<file path="src/rtl/instruction_loader.sv">
// rtl/instruction_loader.sv - byte-stream to 32-bit instruction-memory loader
module instruction_loader #(
    parameter int unsigned MEM_WORDS = 256,
    parameter logic [31:0] HALT_WORD = 32'hFFFFFFFF
) (
    input  logic        clk,
    input  logic        reset,
    input  logic        start,
    input  logic        byte_valid,
    input  logic [7:0]  byte_data,
    output logic        wr_en,
    output logic [31:0] wr_addr,
    output logic [31:0] wr_data,
    output logic        busy,
    output logic        done,
    output logic        overflow,
    output logic        overrun,
    output logic [31:0] word_count
);

    // Byte address of the final word slot; a non-halt word written here ends the session.
    localparam logic [31:0] LAST_ADDR = 32'((MEM_WORDS - 1) * 4);

    typedef enum logic [1:0] {
        S_IDLE  = 2'd0,
        S_RECV  = 2'd1,
        S_WRITE = 2'd2,
        S_DONE  = 2'd3
    } state_t;

    state_t      state_q, state_d;
    logic [31:0] addr_q, addr_d;
    logic [31:0] asm_q, asm_d;
    logic [1:0]  cnt_q, cnt_d;
    logic [31:0] wc_q, wc_d;
    logic        ovf_q, ovf_d;
    logic        ovr_q, ovr_d;
    logic        wr_en_q, busy_q, done_q;

    // Next-state and datapath updates; every register holds unless a rule below changes it.
    always_comb begin
        state_d = state_q;
        addr_d  = addr_q;
        asm_d   = asm_q;
        cnt_d   = cnt_q;
        wc_d    = wc_q;
        ovf_d   = ovf_q;
        ovr_d   = ovr_q;
        case (state_q)
            S_IDLE, S_DONE: begin
                // A start opens a fresh session; any byte in the same cycle is discarded.
                if (start) begin
                    state_d = S_RECV;
                    addr_d  = '0;
                    asm_d   = '0;
                    cnt_d   = '0;
                    wc_d    = '0;
                    ovf_d   = 1'b0;
                    ovr_d   = 1'b0;
                end
            end
            S_RECV: begin
                if (byte_valid) begin
                    asm_d = {asm_q[23:0], byte_data};
                    cnt_d = cnt_q + 2'd1;
                    if (cnt_q == 2'd3) begin
                        state_d = S_WRITE;
                    end
                end
            end
            S_WRITE: begin
                // The write slot cannot accept a byte; flag it and let it fall on the floor.
                if (byte_valid) begin
                    ovr_d = 1'b1;
                end
                wc_d   = wc_q + 32'd1;
                addr_d = addr_q + 32'd4;
                cnt_d  = '0;
                if (asm_q == HALT_WORD) begin
                    state_d = S_DONE;
                end else if (addr_q == LAST_ADDR) begin
                    ovf_d   = 1'b1;
                    state_d = S_DONE;
                end else begin
                    state_d = S_RECV;
                end
            end
            default: begin
                state_d = S_IDLE;
            end
        endcase
    end

    // State and datapath registers; status flags are derived from the next state so they stay registered.
    always_ff @(posedge clk or posedge reset) begin
        if (reset) begin
            state_q <= S_IDLE;
            addr_q  <= '0;
            asm_q   <= '0;
            cnt_q   <= '0;
            wc_q    <= '0;
            ovf_q   <= 1'b0;
            ovr_q   <= 1'b0;
            wr_en_q <= 1'b0;
            busy_q  <= 1'b0;
            done_q  <= 1'b0;
        end else begin
            state_q <= state_d;
            addr_q  <= addr_d;
            asm_q   <= asm_d;
            cnt_q   <= cnt_d;
            wc_q    <= wc_d;
            ovf_q   <= ovf_d;
            ovr_q   <= ovr_d;
            wr_en_q <= (state_d == S_WRITE);
            busy_q  <= (state_d == S_RECV) || (state_d == S_WRITE);
            done_q  <= (state_d == S_DONE);
        end
    end

    assign wr_en      = wr_en_q;
    assign wr_addr    = addr_q;
    assign wr_data    = asm_q;
    assign busy       = busy_q;
    assign done       = done_q;
    assign overflow   = ovf_q;
    assign overrun    = ovr_q;
    assign word_count = wc_q;

endmodule

</file>
<file path="config.mk">
export PLATFORM = sky130hd
export DESIGN_NAME = instruction_loader
export DESIGN_NICKNAME = d
export VERILOG_FILES = /design/src/rtl/instruction_loader.sv
export SDC_FILE = /design/constraint.sdc
export NUM_CORES = 1
export LEC_CHECK = 0
export CORE_MARGIN = 5
export CORE_UTILIZATION = 45
export DETAILED_ROUTE_END_ITERATION = 8
export PLACE_DENSITY = 0.87
export SETUP_SLACK_MARGIN = 0.15
export SYNTH_ARGS = -nofsm -noshare
export SYNTH_HDL_FRONTEND = slang
export SYNTH_SLANG_ARGS = --single-unit
</file>
<file path="constraint.sdc">
create_clock -name clk -period 3.25 [get_ports clk]
set_input_delay 0.65 -clock clk [delete_from_list [all_inputs] [get_ports clk]]
set_output_delay 0.65 -clock clk [all_outputs]
set_load 0.02 [all_outputs]
</file>
# == Word level (Yosys, flattened, before mapping) ==
# Index checks and enable logic that the tools add are counted.
# classes
n_addsub,3
eq_ne,14
n_mux,20
n_reduce_logical,10
# op_table
operator,count
$pmux W32 S2,3
$mux W32,2
$add A32 B1 Y32 const B,1
$add A32 B3 Y32 const B,1
$eq A32 B10 Y1 const B,1
$eq A32 B32 Y1 const B,1
$mux W2,7
$pmux W2 S3,2
$eq A2 B2 Y1 const B,5
$ne A2 B2 Y1 const B,5
$reduce_and A3 Y1,2
$eq A2 B1 Y1 const B,2
$mux W1,4
$pmux W1 S2,2
$reduce_and A2 Y1,2
$reduce_and A4 Y1,1
$reduce_bool A2 Y1,2
$add A2 B1 Y2 const B,1
$logic_not A2 Y1,1
$reduce_or A2 Y1,1
$logic_or A1 B1 Y1,1
# totals
ff_bits,105
input_bits,12
out_inout_bits,101
word_cells,57

# == Logic depth before layout (Yosys ltp) ==
# Gate-level depths: netlist (run 1).
# depth
word_depth,6
ltp_mapped,8
ltp_nobuf,8

# == Least setup slack after synthesis (run 1) ==
# Ideal clock, no wire load.
# synth_path
path_kind,register to register
startpoint,register state_q[1]
endpoint,register addr_q[7] (netlist: wr_addr[7])
arrival_ns,2.074
path_slack_ns,1.044
stages_incl_launch_ff,8
path_buffers,1
path_cell_list,dfrtp_1 -> ha_1 -> mux2i_2 -> clkbuf_1 -> nor2_1 -> and3_1 -> xnor2_1 -> nor2_1
# synth_between
elab_chain_len,4
# synth_rtl
item,line_no,text
from (decl),31,"state_t state_q, state_d;"
from (signal assigned),108,state_q <= state_d;
$eq A2 B2 Y1 or $logic_not A2 Y1 (tied branches),49,case (state_q)
$reduce_or A2 Y1,49,
$ne A2 B2 Y1 (no line) or $reduce_bool A2 Y1 (tied branches),-,
$reduce_and A2 Y1 (no line),-,
to (signal assigned),109,addr_q <= addr_d;
to (decl),32,"logic [31:0] addr_q, addr_d;"
# Several ways; a longest one is shown, not always the timed one.
# A chain may end at the register's enable or synchronous reset.

# == Worst setup path in the final report (run 1) ==
# layout_path
startpoint,register state_q[1]
endpoint,register wc_q[8] (netlist: word_count[8])
# layout_between
elab_chain_len,4
# layout_rtl
item,line_no,text
$eq A2 B2 Y1 or $logic_not A2 Y1 (tied branches),49,
$reduce_or A2 Y1,49,
$ne A2 B2 Y1 (no line) or $reduce_bool A2 Y1 (tied branches),-,
$reduce_and A2 Y1 (no line),-,
to (signal assigned),112,wc_q <= wc_d;
to (decl),35,"logic [31:0] wc_q, wc_d;"
# Several ways; a longest one is shown, not always the timed one.

==> metrics.md, run 1 <==
| Metric | Value |
|---|---|
| Biggest cell delay along the critical path | 0.92 ns |
| Final instance area | between 6000 and 7000 µm² |
| Leading cell type in the layout, fill and taps excluded | sky130_fd_sc_hd__clkdlybuf4s50_1 |
| Vias per Instance | about 5.7 |
| Arrival time at the worst endpoint | just under 3 ns |
| Commonest cells after routing, fill and taps aside | sky130_fd_sc_hd__clkdlybuf4s50_1 (110), sky130_fd_sc_hd__dfrtp_1 (103), sky130_fd_sc_hd__nor2_1 (62) |
| Post-CTS clock slew at the launch and capture registers of the worst setup and hold paths | ~0.1 ns |
| Cells traversed along the worst timing path | ha_1 -> mux2i_2 -> nor3_1 -> and3_1 -> xnor2_1 -> nor2_1 |
| Dominant register cell in the synthesized netlist | sky130_fd_sc_hd__dfrtp_1 |
| Final worst clock skew | 0.009955 ns |
| Highest clock rate | roughly 380 MHz |
| Area growth syn-to-layout | 30.47% |
| FILL cells | ~870 |
| Number of hold violations in the final report | 0 |
| Total leakage power | 2.658 nW |
| Via count of the first global-routing pass | approximately 4200 |
| Die Span X | 113.4 µm |
| Clock buffer count from CTS | 9 |
| Max-Cap Viols | 0 |
| Post-detail-place hpwl | between 8 and 9 mm |
| Deepest clock path buffer count | 2 |
| Total Die Area | between 10000 and 15000 µm² |
| Storage element area | roughly 2600 µm² |
| Mean post-synth cell area | roughly 10 µm² |
| Routability-driven placement congestion ratio | a little under 0.9 |
| Maximum number of pins on one net before global-route repair | between 100 and 150 |
| Die outline height | 113.4 µm |
| Resized Gates After CTS | 0 |
| Netlist Area Pre-Place | roughly 4800 µm² |
| Share of synthesized registers carrying an async set or reset | 1.000 |
| Sequential fraction of the synthesis area | 0.5360 |
| Number of cells produced by synthesis | 463 |
| Clock latency of the later-clocked register in the worst-skew pair | around 0.36 ns |
| Reg2reg setup slack | just under 0.6 ns |
| Slew at the pin closest to its max-slew limit | approximately 1.1 ns |
| Number of top-level pins | ~110 |
| Type of the worst setup path | flip-flop to flip-flop |
| Type of destination of the critical path | flip-flop |
| Global-route total usage across every layer | 0.1929 |
| Fraction of layout cells with a size suffix above 1 | 0.06563 |
| N_diodes | 0 |
| DP Worst Slack | roughly 0.32 ns |
| Hold WC Path Type | flip-flop to flip-flop |
| Kind of cell with the highest combined delay on the critical path | multiplexers |
| Remaining antenna violation count | 0 |
| RSZ-0062 raised after global routing | false |
| Crit Path Max Fanout | 17 |
| Slew Limit Headroom | 0.2720 |
| Core area | 10370 µm² |
| Average wire per cell in the routed design | ~17 µm |
| Critical Path Slowest Stage Cell | sky130_fd_sc_hd__mux2i_2 |
| Vias after detailed routing | 4057 |
| Count of routing violations after the opening detailed-route iteration | 164 |
| Fin Setup TNS | 0 ns |
| PnR worst setup slack | 0.5852 ns |
| Top-area cell type share of the netlist area | 0.5360 |
| Number of H-tree levels | 3 |
| Instance area after placement | 6085 µm² |
| Number of synthesis warnings | 0 |
| Kind of start point of the critical path | flip-flop |
| Count of unique library cells instantiated by Yosys | 39 |
| Multi-input gate area in the final layout | about 2100 µm² |
| Residual DRC | 0 |
| Leading cell types by total area after synthesis | sky130_fd_sc_hd__dfrtp_1 (54%), sky130_fd_sc_hd__xor2_1 (6.9%), sky130_fd_sc_hd__a22o_1 (6.6%), sky130_fd_sc_hd__nor2_1 (4.9%), sky130_fd_sc_hd__nand4_1 (4.0%) |
| TritonCTS Sinks | 103 |
| Initial core utilization | 0.4637 |
| VDD IR max | 0.0004677 V |
| Final worst path period need | between 2 and 3 ns |
| Total Wirelength | about 12 mm |
| Power Total | roughly 3.5 mW |
| Number of antenna violations at the first check in global routing | 0 |
| Final setup vio count | 0 |
| Overflow left after global routing | 0 |
| Clock tree root buffer cell | sky130_fd_sc_hd__clkbuf_8 |
| First-pass GRT wire length | between 20 and 25 mm |
| Fin nets | 593 |
| Post-CTS setup buffer count | 0 |
| Post-synthesis cell type with the largest combined area | sky130_fd_sc_hd__dfrtp_1 |
| Clock tree from TritonCTS | yes |
| Crit path buf inv count | 0 |
| Final worst-path cycle share | 0.8199 |
| Max-slew violation count | 0 |
| Number of buffers inserted by hold repair at cts | 0 |
| Number of synthesized register bits | 103 |
| Outcome | finished clean |
| Data required time of the worst path | between 3 and 4 ns |
| First-pass iteration count of the detailed router | 5 |
| Post-synth EDFFs | 0 |
| Port Buffers | between 100 and 150 |
| PD cells | 554.2 nW/µm² |
| Number of placement rows | 37 |
-- layout make-up --
class / instances / area share
sequential: 103 / 0.4108
multi-input combinational: 335 / 0.3406
timing repair buffer: 117 / 0.1859
tap: 136 / 0.02712
clock buffer: 9 / 0.01974
clock inverter: 7 / 0.01037
inverter: 8 / 0.005385
-- cell usage after synthesis (all sizes together) (2+ instances only) --
| cell | number |
|---|---|
| o21ai | 11 |
| a22o | 36 |
| buf | 2 |
| nand3 | 25 |
| and4 | 2 |
| nor2 | 63 |
| o31ai | 2 |
| nand2 | 35 |
| nor3 | 11 |
| ha | 7 |
| clkbuf | 16 |
| mux2 | 2 |
| or3 | 7 |
| or2 | 2 |
| nand4 | 31 |
| nor4b | 2 |
| a31o | 2 |
| nor4 | 12 |
| or4 | 2 |
| xor2 | 38 |
| and3 | 11 |
| dfrtp | 103 |
| and2 | 2 |
| a21oi | 12 |
| xnor2 | 10 |
| inv | 8 |
-- worst reg2reg max path, cell delays in order, from the launching register on --
cell                      delay, ns
sky130_fd_sc_hd__dfrtp_1       0.43
sky130_fd_sc_hd__ha_1          0.40
sky130_fd_sc_hd__mux2i_2       0.92
sky130_fd_sc_hd__nor3_1        0.31
sky130_fd_sc_hd__and3_1        0.29
sky130_fd_sc_hd__xnor2_1       0.15
sky130_fd_sc_hd__nor2_1        0.06
-- per-layer routing --
| metal | track usage | vias up | share of wire |
|---|---|---|---|
| li1 | - | 1885 | - |
| met1 | 0.2408 | 1987 | 0.42 |
| met2 | 0.3290 | 166 | 0.50 |
| met3 | 0.05093 | 19 | 0.067 |
| met4 | 0.05929 | 0 | 0.016 |
| met5 | 0 | - | 0 |
-- power by group --
| group | switching, mW | internal [mW] |
|---|---|---|
| registers | 0.182 | 1.45 |
| logic | 0.605 | 0.469 |
| clock network | 0.473 | 0.296 |
-- state kept, by name, indices dropped and copies added (netlist names) --
| name | count |
|---|---|
| wr_en | 1 |
| word_count | 32 |
| wr_data | 32 |
| done | 1 |
| state_q | 2 |
| overrun | 1 |
| cnt_q | 2 |
| overflow | 1 |
| wr_addr | 30 |
| busy | 1 |
-- logic make-up (layout without fill, tap and decap cells) --
group,Yosys count,after routing,share of synthesized area
other,1,2,0.0007799
buffers and inverters,26,141,0.02186
AND/OR/NAND/NOR,207,207,0.2233
AO/OA/AOI/OAI,68,68,0.1049
XOR/XNOR,48,48,0.08743
multiplexers,3,3,0.007545
adder cells (fa/ha/maj),7,7,0.01821
flip-flops,103,103,0.5360
-- metrics by stage --
step	util	hold slack (ns)	cells
finish	0.6050	0.5457	715
floorplan	-	0.5219	464
global route	0.6050	0.5843	715
global placement	0.5868	0.5120	699
CTS	0.6050	0.5495	715
detailed placement	0.5868	0.5280	699
-- final timing paths --
check | to | cells past startpoint | from
min in group asynchronous | cnt_q[0] | 3 | reset
setup reg to reg | word_count[8] | 6 | state_q[1]
max in group asynchronous | word_count[22] | 3 | reset
hold / removal | overrun | 2 | overrun
hold reg to reg | overrun | 2 | overrun
setup / recovery | word_count[8] | 6 | state_q[1]
Power figures use the tool's default switching activity.
==> run 2, diff against run 1 <==
==> constraint.sdc (replaced) <==
create_clock -name clk -period 2.4 [get_ports clk]
set_input_delay 0.48 -clock clk [delete_from_list [all_inputs] [get_ports clk]]
set_output_delay 0.48 -clock clk [all_outputs]
set_load 0.02 [all_outputs]
==> metrics.md, run 2 (same netlist as run 1, synthesis figures left out) <==
| Metric | Value |
|---|---|
| Outcome | finished clean (unchanged) |
| Deepest clock path buffer count | 2 (unchanged) |
| PnR worst setup slack | 0.2011 ns (was 0.5852 ns) |
| Fraction of layout cells with a size suffix above 1 | 0.1070 (was 0.06563) |
| Clock tree root buffer cell | sky130_fd_sc_hd__clkbuf_8 (unchanged) |
| First-pass GRT wire length | 20.71 mm (was 20.42 mm) |
| Count of placed standard cells including taps | 715 (was 699) |
| Final setup vio count | 0 (unchanged) |
| Hold WC Path Type | flip-flop to flip-flop (unchanged) |
| Power Total | 4.970 mW (was 3.477 mW) |
| Number of H-tree levels | 3 (unchanged) |
| Total leakage power | 2.790 nW (was 2.658 nW) |
| RSZ-0062 raised after global routing | true (was false) |
| Post-detail-place hpwl | 8.840 mm (was 8.583 mm) |
| Slew at the pin closest to its max-slew limit | 0.8510 ns (was 1.071 ns) |
| Type of destination of the critical path | flip-flop (unchanged) |
| Routability-driven placement congestion ratio | 0.9184 (was 0.8750) |
| Core area | 10370 µm² (unchanged) |
| Arrival time at the worst endpoint | 2.45 ns (was 2.90 ns) |
| Clock buffer count from CTS | 9 (unchanged) |
| First-pass iteration count of the detailed router | 4 (was 5) |
| Worst Hold Depth | 1 (was 2) |
| Die Span X | 113.4 µm (unchanged) |
| Final worst-path cycle share | 0.9162 (was 0.8199) |
| Cell count of the worst reg-to-reg path | 8 (was 6) |
| Fin cells | 734 (was 715) |
| Highest clock rate | 454.8 MHz (was 375.3 MHz) |
| Type of the worst setup path | flip-flop to flip-flop (unchanged) |
| Port Buffers | 110 (unchanged) |
| Count of routing violations after the opening detailed-route iteration | 256 (was 164) |
| Number of hold violations in the final report | 0 (unchanged) |
| Initial core utilization | 0.4637 (unchanged) |
| Cells traversed along the worst timing path | inv_2 -> ha_4 -> mux2i_4 -> buf_4 -> or3_4 -> nor4_2 -> xnor2_1 -> nor2_1 (was ha_1 -> mux2i_2 -> nor3_1 -> and3_1 -> xnor2_1 -> nor2_1) |
| Max-slew violation count | 0 (unchanged) |
| FILL cells | 826 (was 867) |
| Data required time of the worst path | 2.65 ns (was 3.48 ns) |
| Global-route total usage across every layer | 0.1975 (was 0.1929) |
| Leading cell type in the layout, fill and taps excluded | sky130_fd_sc_hd__clkdlybuf4s50_1 (unchanged) |
| TritonCTS Sinks | 103 (unchanged) |
| Post-CTS clock slew at the launch and capture registers of the worst setup and hold paths | 0.10 ns (about the same) |
| Total Wirelength | 12.40 mm (was 11.95 mm) |
| Max-Cap Viols | 0 (unchanged) |
| Remaining antenna violation count | 0 (unchanged) |
| Via count of the first global-routing pass | 4197 (was 4213) |
| Die outline height | 113.4 µm (unchanged) |
| Post-route core utilization | 0.6293 (was 0.6050) |
| Instance area after placement | 6230 µm² (was 6085 µm²) |
| Final worst path period need | 2.199 ns (was 2.665 ns) |
| Kind of start point of the critical path | flip-flop (unchanged) |
| Number of placement rows | 37 (unchanged) |
| Critical Path Slowest Stage Cell | sky130_fd_sc_hd__or3_4 (was sky130_fd_sc_hd__mux2i_2) |
| Average wire per cell in the routed design | 16.90 µm (was 16.71 µm) |
| Number of antenna violations at the first check in global routing | 0 (unchanged) |
| N_diodes | 0 (unchanged) |
| Fin nets | 612 (was 593) |
| Clock latency of the later-clocked register in the worst-skew pair | 0.37 ns (was 0.36 ns) |
| Final instance area | 6526 µm² (was 6274 µm²) |
| Overflow left after global routing | 0 (unchanged) |
| VDD IR max | 0.0006414 V (was 0.0004677 V) |
| Crit Path Max Fanout | 6 (was 17) |
| Vias per Instance | 5.711 (was 5.674) |
| Number of buffers inserted by hold repair at cts | 0 (unchanged) |
| Maximum number of pins on one net before global-route repair | 104 (unchanged) |
| Worst hold slack | 0.5473 ns (was 0.5457 ns) |
| Clock tree from TritonCTS | yes (unchanged) |
| Fin Setup TNS | 0 ns (unchanged) |
| Residual DRC | 0 (unchanged) |
| DP Worst Slack | -0.1457 ns (was 0.3235 ns) |
| Final worst clock skew | 0.01388 ns (was 0.009955 ns) |
| Area growth syn-to-layout | 35.73% (was 30.47%) |
| PD cells | 761.5 nW/µm² (was 554.2 nW/µm²) |
| Vias after detailed routing | 4192 (was 4057) |
| Slew Limit Headroom | 0.4274 (was 0.2720) |
| Biggest cell delay along the critical path | 0.42 ns (was 0.92 ns) |
| Commonest cells after routing, fill and taps aside | sky130_fd_sc_hd__clkdlybuf4s50_1 (110), sky130_fd_sc_hd__dfrtp_1 (102), sky130_fd_sc_hd__nor2_1 (62) (was sky130_fd_sc_hd__clkdlybuf4s50_1 (110), sky130_fd_sc_hd__dfrtp_1 (103), sky130_fd_sc_hd__nor2_1 (62)) |
| Number of top-level pins | 113 (unchanged) |
| Total Die Area | 12850 µm² (unchanged) |
==> run 2: cell types whose count changed in the layout (fill, tap and decap cells not counted), sizes merged <==
cell / before / now
buf: 7 / 26
clkinvlp: 2 / 1
bufinv: 0 / 1
==> run 2: cell type report <==
cell class | instances | area [µm²] | share of cell area
clock buffer | 9 | 123.9 | 0.01898
tap | 136 | 170.2 | 0.02607
sequential | 103 | 2579 | 0.3951
timing repair buffer | 136 | 1334 | 0.2044
inverter | 8 | 33.78 | 0.005176
clock inverter | 7 | 97.59 | 0.01495
multi-input combinational | 335 | 2188 | 0.3353
==> run 2: final timing paths <==
check / from / endpoint / slack [ns]
max: state_q[0] / wr_addr[14] / 0.20
min: overflow / overflow / 0.55
max reg2reg: state_q[0] / wr_addr[14] / 0.20
min reg2reg: overflow / overflow / 0.55
max in group asynchronous: reset / state_q[1] / 1.39
min in group asynchronous: reset / wr_data[30] / 0.60
==> run 2: timing repair <==
action	CTS	global route
pin swaps	1	3
endpoints found under the setup margin	10	6
gates resized for setup	6	3
endpoints found under the hold margin	0	0
buffers inserted	0	3
==> run 2: per-layer routing <==
metal	vias up	wire, µm	global-route usage
met5	-	0	0
met4	0	374	0.07692
met3	40	808	0.05199
met2	167	6073	0.3183
met1	2054	5145	0.2557
li1	1931	-	-
==> run 2: critical path: cells and delay by family (launching register included) <==
kind,cells,cell delay [ns]
mux,1,0.21
xor+xnor,1,0.18
flops,1,0.41
buf+inv,2,0.28
fa+ha+maj,1,0.22
simple gates,3,0.80
==> run 2: power by group <==
group | switching (mW) | total (mW) | internal (mW)
clock | 0.657 | 1.17 | 0.517
sequential | 0.250 | 2.21 | 1.96
combinational | 0.853 | 1.58 | 0.729
total | 1.76 | 4.97 | 3.21
